File: src/rtl/tone_order_ctrl.sv
// tone_order_ctrl: walks the bit-loading table in index order and gathers
// each tone's bits from the fast/inter FIFOs. Readback port: TONE_CTRL_READBACK_EN.
module tone_order_ctrl #(
    parameter int DW        = 8,
    parameter int TABLELEN  = 64,
    parameter int CONFAW    = 8,
    parameter int CONFDW    = 8,
    parameter int CNUMW     = 8,
    parameter int MAXBITNUM = 15
) (
    input  logic                 clk,
    input  logic                 reset,
    input  logic                 we_conf_i,
    input  logic [CONFAW-1:0]    addr_i,
    input  logic [CONFDW-1:0]    conf_data_i,
`ifdef TONE_CTRL_READBACK_EN
    input  logic                 re_conf_i,
    output logic [CONFDW-1:0]    conf_rdata_o,
`endif
    input  logic                 start_i,
    output logic                 busy_o,
    output logic                 done_o,
    input  logic                 fast_empty_i,
    input  logic                 inter_empty_i,
    output logic                 fast_re_o,
    output logic                 inter_re_o,
    input  logic [DW-1:0]        fast_data_i,
    input  logic [DW-1:0]        inter_data_i,
    output logic                 tone_valid_o,
    input  logic                 tone_ready_i,
    output logic [CNUMW-1:0]     carrier_num_o,
    output logic [MAXBITNUM-1:0] bits_o,
    output logic [3:0]           bitcnt_o,
    output logic                 err_o
);

    localparam int IW = $clog2(TABLELEN);
    localparam int CW = $clog2(DW) + 1;
    localparam logic [CONFAW-1:0] A_CN   = CONFAW'(TABLELEN);
    localparam logic [CONFAW-1:0] A_USED = CONFAW'(2 * TABLELEN);
    localparam logic [CONFAW-1:0] A_FLO  = CONFAW'(2 * TABLELEN + 1);
    localparam logic [CONFAW-1:0] A_FHI  = CONFAW'(2 * TABLELEN + 2);

    typedef enum logic [2:0] {
        IDLE, LOAD, GATHER, WAIT_F, WAIT_I, EMIT, DONE
    } state_t;

    state_t r_state, w_next;

    logic [CONFDW-1:0]    r_bl_tbl [TABLELEN];
    logic [CNUMW-1:0]     r_cn_tbl [TABLELEN];
    logic [CONFDW-1:0]    r_used;
    logic [15:0]          r_fastbits;
    logic [15:0]          r_fast_rem;
    logic [IW-1:0]        r_idx;
    logic [DW-1:0]        r_fbuf, r_ibuf;
    logic [CW-1:0]        r_fcnt, r_icnt;
    logic [3:0]           r_n, r_gcnt;
    logic [MAXBITNUM-1:0] r_bits;
    logic [CNUMW-1:0]     r_carrier;
    logic                 r_busy, r_done, r_err;

    logic [IW-1:0]     w_tidx;
    logic              w_wr;
    logic [CONFDW-1:0] w_n;
    logic              w_last, w_sel_fast, w_bit;
    logic [CW-1:0]     w_sel_cnt;
    logic              w_fast_re, w_inter_re, w_take, w_bad_n, w_adv;

    assign w_tidx     = addr_i[IW-1:0];
    assign w_wr       = we_conf_i && !r_busy;
    assign w_n        = r_bl_tbl[r_idx];
    assign w_last     = (CONFDW'(r_idx) == (r_used - 1'b1));
    assign w_sel_fast = (r_fast_rem != '0);
    assign w_sel_cnt  = w_sel_fast ? r_fcnt : r_icnt;
    assign w_bit      = w_sel_fast ? r_fbuf[0] : r_ibuf[0];

    always_ff @(posedge clk) begin
        if (w_wr && addr_i < A_CN)
            r_bl_tbl[w_tidx] <= conf_data_i;
        if (w_wr && addr_i >= A_CN && addr_i < A_USED)
            r_cn_tbl[w_tidx] <= conf_data_i[CNUMW-1:0];
    end

    always_ff @(posedge clk or posedge reset) begin
        if (reset) r_state <= IDLE;
        else       r_state <= w_next;
    end

    always_comb begin
        w_next     = r_state;
        w_fast_re  = 1'b0;
        w_inter_re = 1'b0;
        w_take     = 1'b0;
        w_bad_n    = 1'b0;
        w_adv      = 1'b0;
        unique case (r_state)
            IDLE: if (start_i) w_next = (r_used == '0) ? DONE : LOAD;
            LOAD: begin
                if (w_n == '0 || w_n == 8'd1 || w_n > 8'd15) begin
                    w_bad_n = (w_n != '0);
                    w_adv   = !w_last;
                    w_next  = w_last ? DONE : LOAD;
                end else begin
                    w_next = GATHER;
                end
            end
            GATHER: begin
                if (w_sel_cnt == '0) begin
                    if (w_sel_fast && !fast_empty_i) begin
                        w_fast_re = 1'b1;
                        w_next    = WAIT_F;
                    end else if (!w_sel_fast && !inter_empty_i) begin
                        w_inter_re = 1'b1;
                        w_next     = WAIT_I;
                    end
                end else begin
                    w_take = 1'b1;
                    if (r_gcnt + 4'd1 == r_n) w_next = EMIT;
                end
            end
            WAIT_F, WAIT_I: w_next = GATHER;
            EMIT: if (tone_ready_i) begin
                w_adv  = !w_last;
                w_next = w_last ? DONE : LOAD;
            end
            DONE: w_next = IDLE;
            default: w_next = IDLE;
        endcase
    end

    always_ff @(posedge clk or posedge reset) begin
        if (reset) begin
            r_used     <= '0;
            r_fastbits <= '0;
            r_fast_rem <= '0;
            r_idx      <= '0;
            r_fbuf     <= '0;
            r_ibuf     <= '0;
            r_fcnt     <= '0;
            r_icnt     <= '0;
            r_n        <= '0;
            r_gcnt     <= '0;
            r_bits     <= '0;
            r_carrier  <= '0;
            r_busy     <= 1'b0;
            r_done     <= 1'b0;
            r_err      <= 1'b0;
        end else begin
            r_done <= (r_state == DONE);
            if (r_state == DONE)
                r_busy <= 1'b0;
            else if (r_state == IDLE && start_i)
                r_busy <= 1'b1;
            if ((we_conf_i && r_busy) || w_bad_n)
                r_err <= 1'b1;
            if (w_wr && addr_i == A_USED) r_used <= conf_data_i;
            if (w_wr && addr_i == A_FLO)  r_fastbits[7:0]  <= conf_data_i[7:0];
            if (w_wr && addr_i == A_FHI)  r_fastbits[15:8] <= conf_data_i[7:0];
            if (r_state == IDLE && start_i) begin
                r_idx      <= '0;
                r_fast_rem <= r_fastbits;
                r_fbuf     <= '0;
                r_ibuf     <= '0;
                r_fcnt     <= '0;
                r_icnt     <= '0;
            end
            if (r_state == LOAD) begin
                r_n       <= w_n[3:0];
                r_gcnt    <= '0;
                r_bits    <= '0;
                r_carrier <= r_cn_tbl[r_idx];
            end
            if (w_adv) r_idx <= r_idx + 1'b1;
            // LSB of each FIFO byte is consumed first
            if (w_take) begin
                r_bits[r_gcnt] <= w_bit;
                r_gcnt         <= r_gcnt + 4'd1;
                if (w_sel_fast) begin
                    r_fbuf     <= r_fbuf >> 1;
                    r_fcnt     <= r_fcnt - 1'b1;
                    r_fast_rem <= r_fast_rem - 16'd1;
                end else begin
                    r_ibuf <= r_ibuf >> 1;
                    r_icnt <= r_icnt - 1'b1;
                end
            end
            if (r_state == WAIT_F) begin
                r_fbuf <= fast_data_i;
                r_fcnt <= CW'(DW);
            end
            if (r_state == WAIT_I) begin
                r_ibuf <= inter_data_i;
                r_icnt <= CW'(DW);
            end
        end
    end

    assign busy_o        = r_busy;
    assign done_o        = r_done;
    assign err_o         = r_err;
    assign fast_re_o     = w_fast_re;
    assign inter_re_o    = w_inter_re;
    assign tone_valid_o  = (r_state == EMIT);
    assign carrier_num_o = tone_valid_o ? r_carrier : '0;
    assign bits_o        = tone_valid_o ? r_bits : '0;
    assign bitcnt_o      = tone_valid_o ? r_n : '0;

`ifdef TONE_CTRL_READBACK_EN
    logic [CONFDW-1:0] w_rdata;

    always_comb begin
        w_rdata = '0;
        if (addr_i < A_CN)
            w_rdata = r_bl_tbl[w_tidx];
        else if (addr_i < A_USED)
            w_rdata = CONFDW'(r_cn_tbl[w_tidx]);
        else if (addr_i == A_USED)
            w_rdata = r_used;
        else if (addr_i == A_FLO)
            w_rdata = CONFDW'(r_fastbits[7:0]);
        else if (addr_i == A_FHI)
            w_rdata = CONFDW'(r_fastbits[15:8]);
    end

    always_ff @(posedge clk or posedge reset) begin
        if (reset)          conf_rdata_o <= '0;
        else if (re_conf_i) conf_rdata_o <= w_rdata;
    end
`endif

endmodule

File: config.mk
export PLATFORM = sky130hd
export DESIGN_NAME = tone_order_ctrl
export DESIGN_NICKNAME = d
export VERILOG_FILES = /design/src/rtl/tone_order_ctrl.sv
export SDC_FILE = /design/constraint.sdc
export NUM_CORES = 1
export LEC_CHECK = 0
export ABC_AREA = 0
export CAP_MARGIN = 20
export CORE_MARGIN = 3
export CORE_UTILIZATION = 25
export CTS_CLUSTER_SIZE = 28
export DETAILED_ROUTE_END_ITERATION = 16
export PLACE_DENSITY = 0.43
export SLEW_MARGIN = 20
export SYNTH_ARGS = -nofsm -noshare
export SYNTH_HDL_FRONTEND = slang
export SYNTH_SLANG_ARGS = --single-unit
export TNS_END_PERCENT = 50
File: constraint.sdc
create_clock -name clk -period 4.15 [get_ports clk]
set_input_delay 0.6225 -clock clk [delete_from_list [all_inputs] [get_ports clk]]
set_output_delay 0.6225 -clock clk [all_outputs]
set_load 0.01 [all_outputs]
==> results of run 1 <==
[worst max-delay path by stage]
stage                             to  cells after the start
after global routing      inter_re_o                      8
after detailed placement    r_idx[0]                     11
after CTS                 inter_re_o                      8
after floorplan               busy_o                      1
after global placement      r_idx[1]                     11
final                       r_idx[0]                     11
[power breakdown]
part	internal [mW]	switching, mW	total [mW]
clock network	6.30	4.57	10.9
registers	12.8	0.641	13.4
logic	3.12	3.78	6.90
[cells by family (layout without fill, tap and decap cells)]
group | Yosys count | after routing
xor+xnor | 11 | 11
buf+inv | 169 | 537
fa+ha+maj | 9 | 9
simple gates | 611 | 611
flops | 1131 | 1131
compound gates | 221 | 221
other cells | 0 | 4
mux | 280 | 280
[area by class of cell]
type,instances,share of cell area
well taps,2340,0.0549
diodes,4,0.000188
inverters,41,0.00293
clock buffers,141,0.0582
clock inverters,90,0.0172
multi-input cells,1132,0.196
repair buffers,265,0.0431
flip-flops and latches,1131,0.627
[Yosys cell counts (all sizes together), types with 3 or more instances]
master / count
and2: 3
o21bai: 3
nor2: 233
a21oi: 41
and3: 34
dfrtp: 107
nand3b: 8
o32ai: 9
a211o: 3
a221o: 4
nor3: 76
a2111oi: 3
buf: 74
or3: 14
mux2i: 11
clkbuf: 54
o22ai: 18
or3b: 4
or2: 4
mux2: 32
o31ai: 7
a22oi: 3
nand4: 8
mux4: 237
nor2b: 8
o211ai: 4
nand3: 51
edfxtp: 1024
nor3b: 5
o21ai: 63
inv: 40
nand2b: 8
a311oi: 3
a211oi: 14
nand2: 116
xnor2: 8
xor2: 3
nor4: 30
a31oi: 13
o311ai: 10
ha: 9
o221ai: 3
[metal layers]
layer,global-route usage,share of wire,up-vias
met3,0.0209,0.038,164
met5,0,0,-
li1,-,-,10330
met4,0.0321,0.021,0
met1,0.178,0.44,12663
met2,0.225,0.50,488
[critical path: stages (launching register included)]
cell,delay (ps)
dfrtp_4,870
inv_1,290
buf_4,270
a2111oi_0,840
buf_4,240
o41ai_1,80
buf_4,180
nor3_4,320
o311ai_4,120
buf_12,180
or2_1,210
mux2i_1,130
[through the flow]
stage                     worst slack (ps)  hold WS (ps)  utilization  total power [mW]  cells
after CTS                             66.1           306        0.301              31.7   5140
after global placement                 188           485        0.279              20.6   4909
after detailed placement               320           494        0.279              20.7   4909
final                                  300           365        0.301              31.2   5144
after floorplan                        710           437            -              18.4   2432
after global routing                   109           370        0.301              32.6   5142
[sequential cells by signal, summed over array words and instances, names as in the netlist, 6 cells and up]
register    cells
r_used          8
r_fast_rem     16
r_bits         15
r_idx           6
r_carrier       8
r_ibuf          8
r_fastbits     16
r_bl_tbl      512
r_fbuf          8
r_cn_tbl      512
==> out/results.ini, run 1 <==
[outcome]
status = complete, no violations

[yosys]
syn_avg_cell_area_um2 = 18.4
yosysTopAreaCellShare = 0.688
synth_top_family_by_area = multiplexers
synthTopCellsByArea = edfxtp_1 (69%), mux4_2 (11%), dfrtp_1 (6.0%), nor2_1 (2.0%), nand2_1 (0.97%)
synth_largest_area_cell = edfxtp_1
async_flop_share = 0.0946
ys_warn_count = 0
yosys.area_share.simple = 0.0643
synthMuxAreaShare = 0.131
synth_fa_ha_area_frac = 0.00252
synth_area_um2 = 44700
synthFlopType = edfxtp_1
synth_cell_types = 81
synth-compound-area-share = 0.0332
yosysSeqAreaShare = 0.748
synth_nets = 2480
ys_ff_latch = 1131
postSynthCellCount = 2432
synth_xor_area_frac = 0.00215
synth-edff-count = 1024

[sta]
setup_tns_ps = 0
fmax_mhz = 260
max-slew-margin-rel = 0.322
hold_violations = 0
layout_worst_path_cycle_share = 0.928
final_max_slew_viol_count = 0
rsz0062_at_grt = no
skew_ps = 28.4
setup_viol = 0
fin_crit_ps = 3850
tightest_slew_ps = 1020

[setup_path]
crit-reg2reg-launch = r_idx[0]
crit_fanout = 28
start_kind = flop
endpoint_kind = flop
ff2ff_setup_slack_ps = 300
reg2reg_depth = 11
setup.worst_path.start = r_idx[0]
worst_ep_required_time_ps = 4810
arrival_ps = 4510
path_class = flop to flop
reg2reg_to = r_idx[0]

[clock_network]
htreeDepth = 3
cts-buffers-inserted = 121
postCtsSetupRepairBufs = 0
path_clk_slew_ps = 60
clk_latency_ps = 750
cts_tree = built
root_buffer = clkbuf_16
max-clock-path-buffers = 3
clock-sinks = 1131
postCtsHoldBufs = 0
cts_resized = 1

[detailed_routing]
via_per_inst = 4.60
firstDrtPassIters = 5
drcViolationCount = 0
drt_wl_total_mm = 123
wl_per_cell_um = 23.9
drtAntennaViolNets = 0
vias = 23645
drtIter0Drc = 1992

[final_layout]
layout.nets = 2740
seqCellArea_um2 = 33400
mostFrequentLayoutCells = edfxtp_1 (1,024), nor2_1 (233), mux4_2 (225), buf_4 (190), clkbuf_16 (121)
final_area_um2 = 53300
multi_input_area_um2 = 10500
drive_gt1_frac = 0.241
fillers = 17250
final_common_cell = edfxtp_1
syn_to_final_growth_pct = 19.3

[placed_design]
dp_hpwl_mm = 77.2
io_buffers = 71
placed_area_um2 = 49300
gp_congestion = 0.770

[floorplanning]
die-area_um2 = 184000
rows = 154
io-pin-count = 72
die_y_um = 429
die_x_um = 429
core_area_um2 = 177000
initial_core_util = 0.253

[global_route]
grt_overflow = 0
grt_pass1_vias = 24808
antenna_found_initial = 8
grt_use_total = 0.133
grt_pass1_wl_mm = 180
grt_max_degree = 85

[min_path]
hold_path.class = input port to async pin

[power]
p_leak_nw = 17.2
p_per_area_nw_per_um2 = 584
vdd_ir_drop_max_v = 0.000345

[run]
drv_cap = 0

(Power assumes the default switching activity.)
==> run 2, diff against run 1 <==
--- a/config.mk
+++ b/config.mk
@@ -16,4 +16,4 @@
 export SYNTH_ARGS = -nofsm -noshare
 export SYNTH_HDL_FRONTEND = slang
 export SYNTH_SLANG_ARGS = --single-unit
-export TNS_END_PERCENT = 50
+export TNS_END_PERCENT = 1
==> results of run 2 <==
Final layout, timing and power as in run 1 (identical DEF).
==> run 3, diff against run 2 <==
==> constraint.sdc (replaced) <==
create_clock -name clk -period 4.1 [get_ports clk]
set_input_delay 0.615 -clock clk [delete_from_list [all_inputs] [get_ports clk]]
set_output_delay 0.615 -clock clk [all_outputs]
set_load 0.01 [all_outputs]
==> run 3 against run 2 <==
  * Register-to-register slack improved by 50 ps
  * Die area unchanged
  * Clock power grew 4%
==> out/results.ini, run 3 (same netlist as run 1, synthesis figures left out) <==
[setup_path]
crit_fanout = 4
crit-reg2reg-launch = r_idx[1]
reg2reg_to = r_idx[4]
reg2reg_depth = 11
worst_ep_required_time_ps = 3480
start_kind = flop
endpoint_kind = output pin
ff2ff_setup_slack_ps = 350
arrival_ps = 3240
path_class = flop to output pin

[placed_design]
gp_congestion = 0.802
placed_area_um2 = 49400
io_buffers = 71
dp_hpwl_mm = 77.8

[clock_network]
clock-sinks = 1131
max-clock-path-buffers = 3
cts_tree = built
path_clk_slew_ps = 60
cts-buffers-inserted = 131
htreeDepth = 4
root_buffer = clkbuf_16
clk_latency_ps = 740
postCtsHoldBufs = 0

[final_layout]
largest_registers = r_bl_tbl (512), r_cn_tbl (512)
syn_to_final_growth_pct = 19.8
final_area_um2 = 53600
mostFrequentLayoutCells = edfxtp_1 (1,024), nor2_1 (233), mux4_2 (225), buf_4 (207), clkbuf_16 (135)
final_common_cell = edfxtp_1
layout.nets = 2767
drive_gt1_frac = 0.244

[global_route]
antenna_found_initial = 9
grt_use_total = 0.133
grt_pass1_vias = 24976
grt_overflow = 0
grt_pass1_wl_mm = 180
grt_max_degree = 92

[floorplanning]
core_area_um2 = 177000
io-pin-count = 72
rows = 154
die-area_um2 = 184000
initial_core_util = 0.253
die_x_um = 429
die_y_um = 429

[detailed_routing]
drcViolationCount = 0
drtIter0Drc = 1990
wl_per_cell_um = 23.9
drtAntennaViolNets = 0
drt_wl_total_mm = 124
firstDrtPassIters = 5
vias = 23831
via_per_inst = 4.62

[sta]
tightest_slew_ps = 947
skew_ps = 24.2
max-slew-margin-rel = 0.366
hold_violations = 0
rsz0062_at_grt = no
setup_viol = 0
fin_crit_ps = 3850
setup_tns_ps = 0
final_max_slew_viol_count = 0
layout_worst_path_cycle_share = 0.940
fmax_mhz = 259

[power]
p_leak_nw = 17.4
vdd_ir_drop_max_v = 0.000400
p_per_area_nw_per_um2 = 603

[run]
drv_cap = 0

[outcome]
status = complete, no violations

[min_path]
hold_path.class = input port to async pin

-- run 3: cell types whose count changed in the layout (fill, tap and decap cells not counted), moves of 4 or more --
cell,delta
bufinv_16,-5
clkinvlp_4,-6
clkinv_1,-7
clkinv_2,-11
clkbuf_16,+14
clkbuf_1,+12
clkinv_8,+4
buf_4,+17
-- run 3: cell type report --
type | count | area (um^2)
tap | 2340 | 2930
timing repair buffer | 282 | 2430
clock buffer | 169 | 3530
inverter | 41 | 156
sequential | 1131 | 33400
multi-input combinational | 1132 | 10500
antenna | 3 | 7.51
fill | 17251 | 123000
clock inverter | 64 | 643
-- run 3: worst max-delay path, cell delays in order, from the launching register on --
cell             delay (ps)
dfrtp_1                 380
inv_1                   100
ha_1                    200
nor3b_2                 270
nand4_1                 200
or3b_1                  470
nor3_1                  280
clkdlybuf4s50_1         610
-- run 3: worst max-delay path by stage --
| stage | startpoint | end | slack (ps) | cells past startpoint |
|---|---|---|---|---|
| 3_3_place_gp | r_idx[1] | r_idx[4] | 210 | 11 |
| 5_1_grt | r_fast_rem[0] | inter_re_o | 90 | 7 |
| 4_1_cts | r_fast_rem[0] | inter_re_o | 140 | 7 |
| 3_5_place_dp | r_idx[1] | r_idx[4] | 380 | 11 |
| 2_1_floorplan | reset | busy_o | 670 | 1 |
| 6_report | r_fast_rem[0] | inter_re_o | 250 | 7 |
-- run 3: stage by stage --
step | util | worst slack (ps) | hold WS [ps] | power (mW) | instances
floorplan | - | 668 | 437 | 18.7 | 2432
global placement | 0.279 | 213 | 474 | 21.3 | 4925
detailed placement | 0.279 | 377 | 486 | 21.4 | 4925
CTS | 0.303 | 139 | 133 | 32.8 | 5158
global route | 0.303 | 95.0 | 179 | 33.8 | 5159
finish | 0.303 | 246 | 209 | 32.3 | 5162
-- run 3: what timing repair did --
item                       4_1_cts  5_1_grt
buffers inserted                 0        0
setup endpoints to repair        1        0
gates resized for setup          1        0
-- run 3: power by group --
group / internal (mW) / switching (mW) / leakage (nW)
combinational: 3.31 / 4.26 / 4.77
clock: 6.71 / 4.60 / 2.03
sequential: 12.9 / 0.508 / 10.6
-- run 3: layer usage --
layer  vias to the layer above  GRT usage  share of wire
met3                       175     0.0234          0.043
li1                      10375          -              -
met2                       578      0.228           0.50
met5                         -          0              0
met1                     12703      0.174           0.43
met4                         0     0.0336          0.020
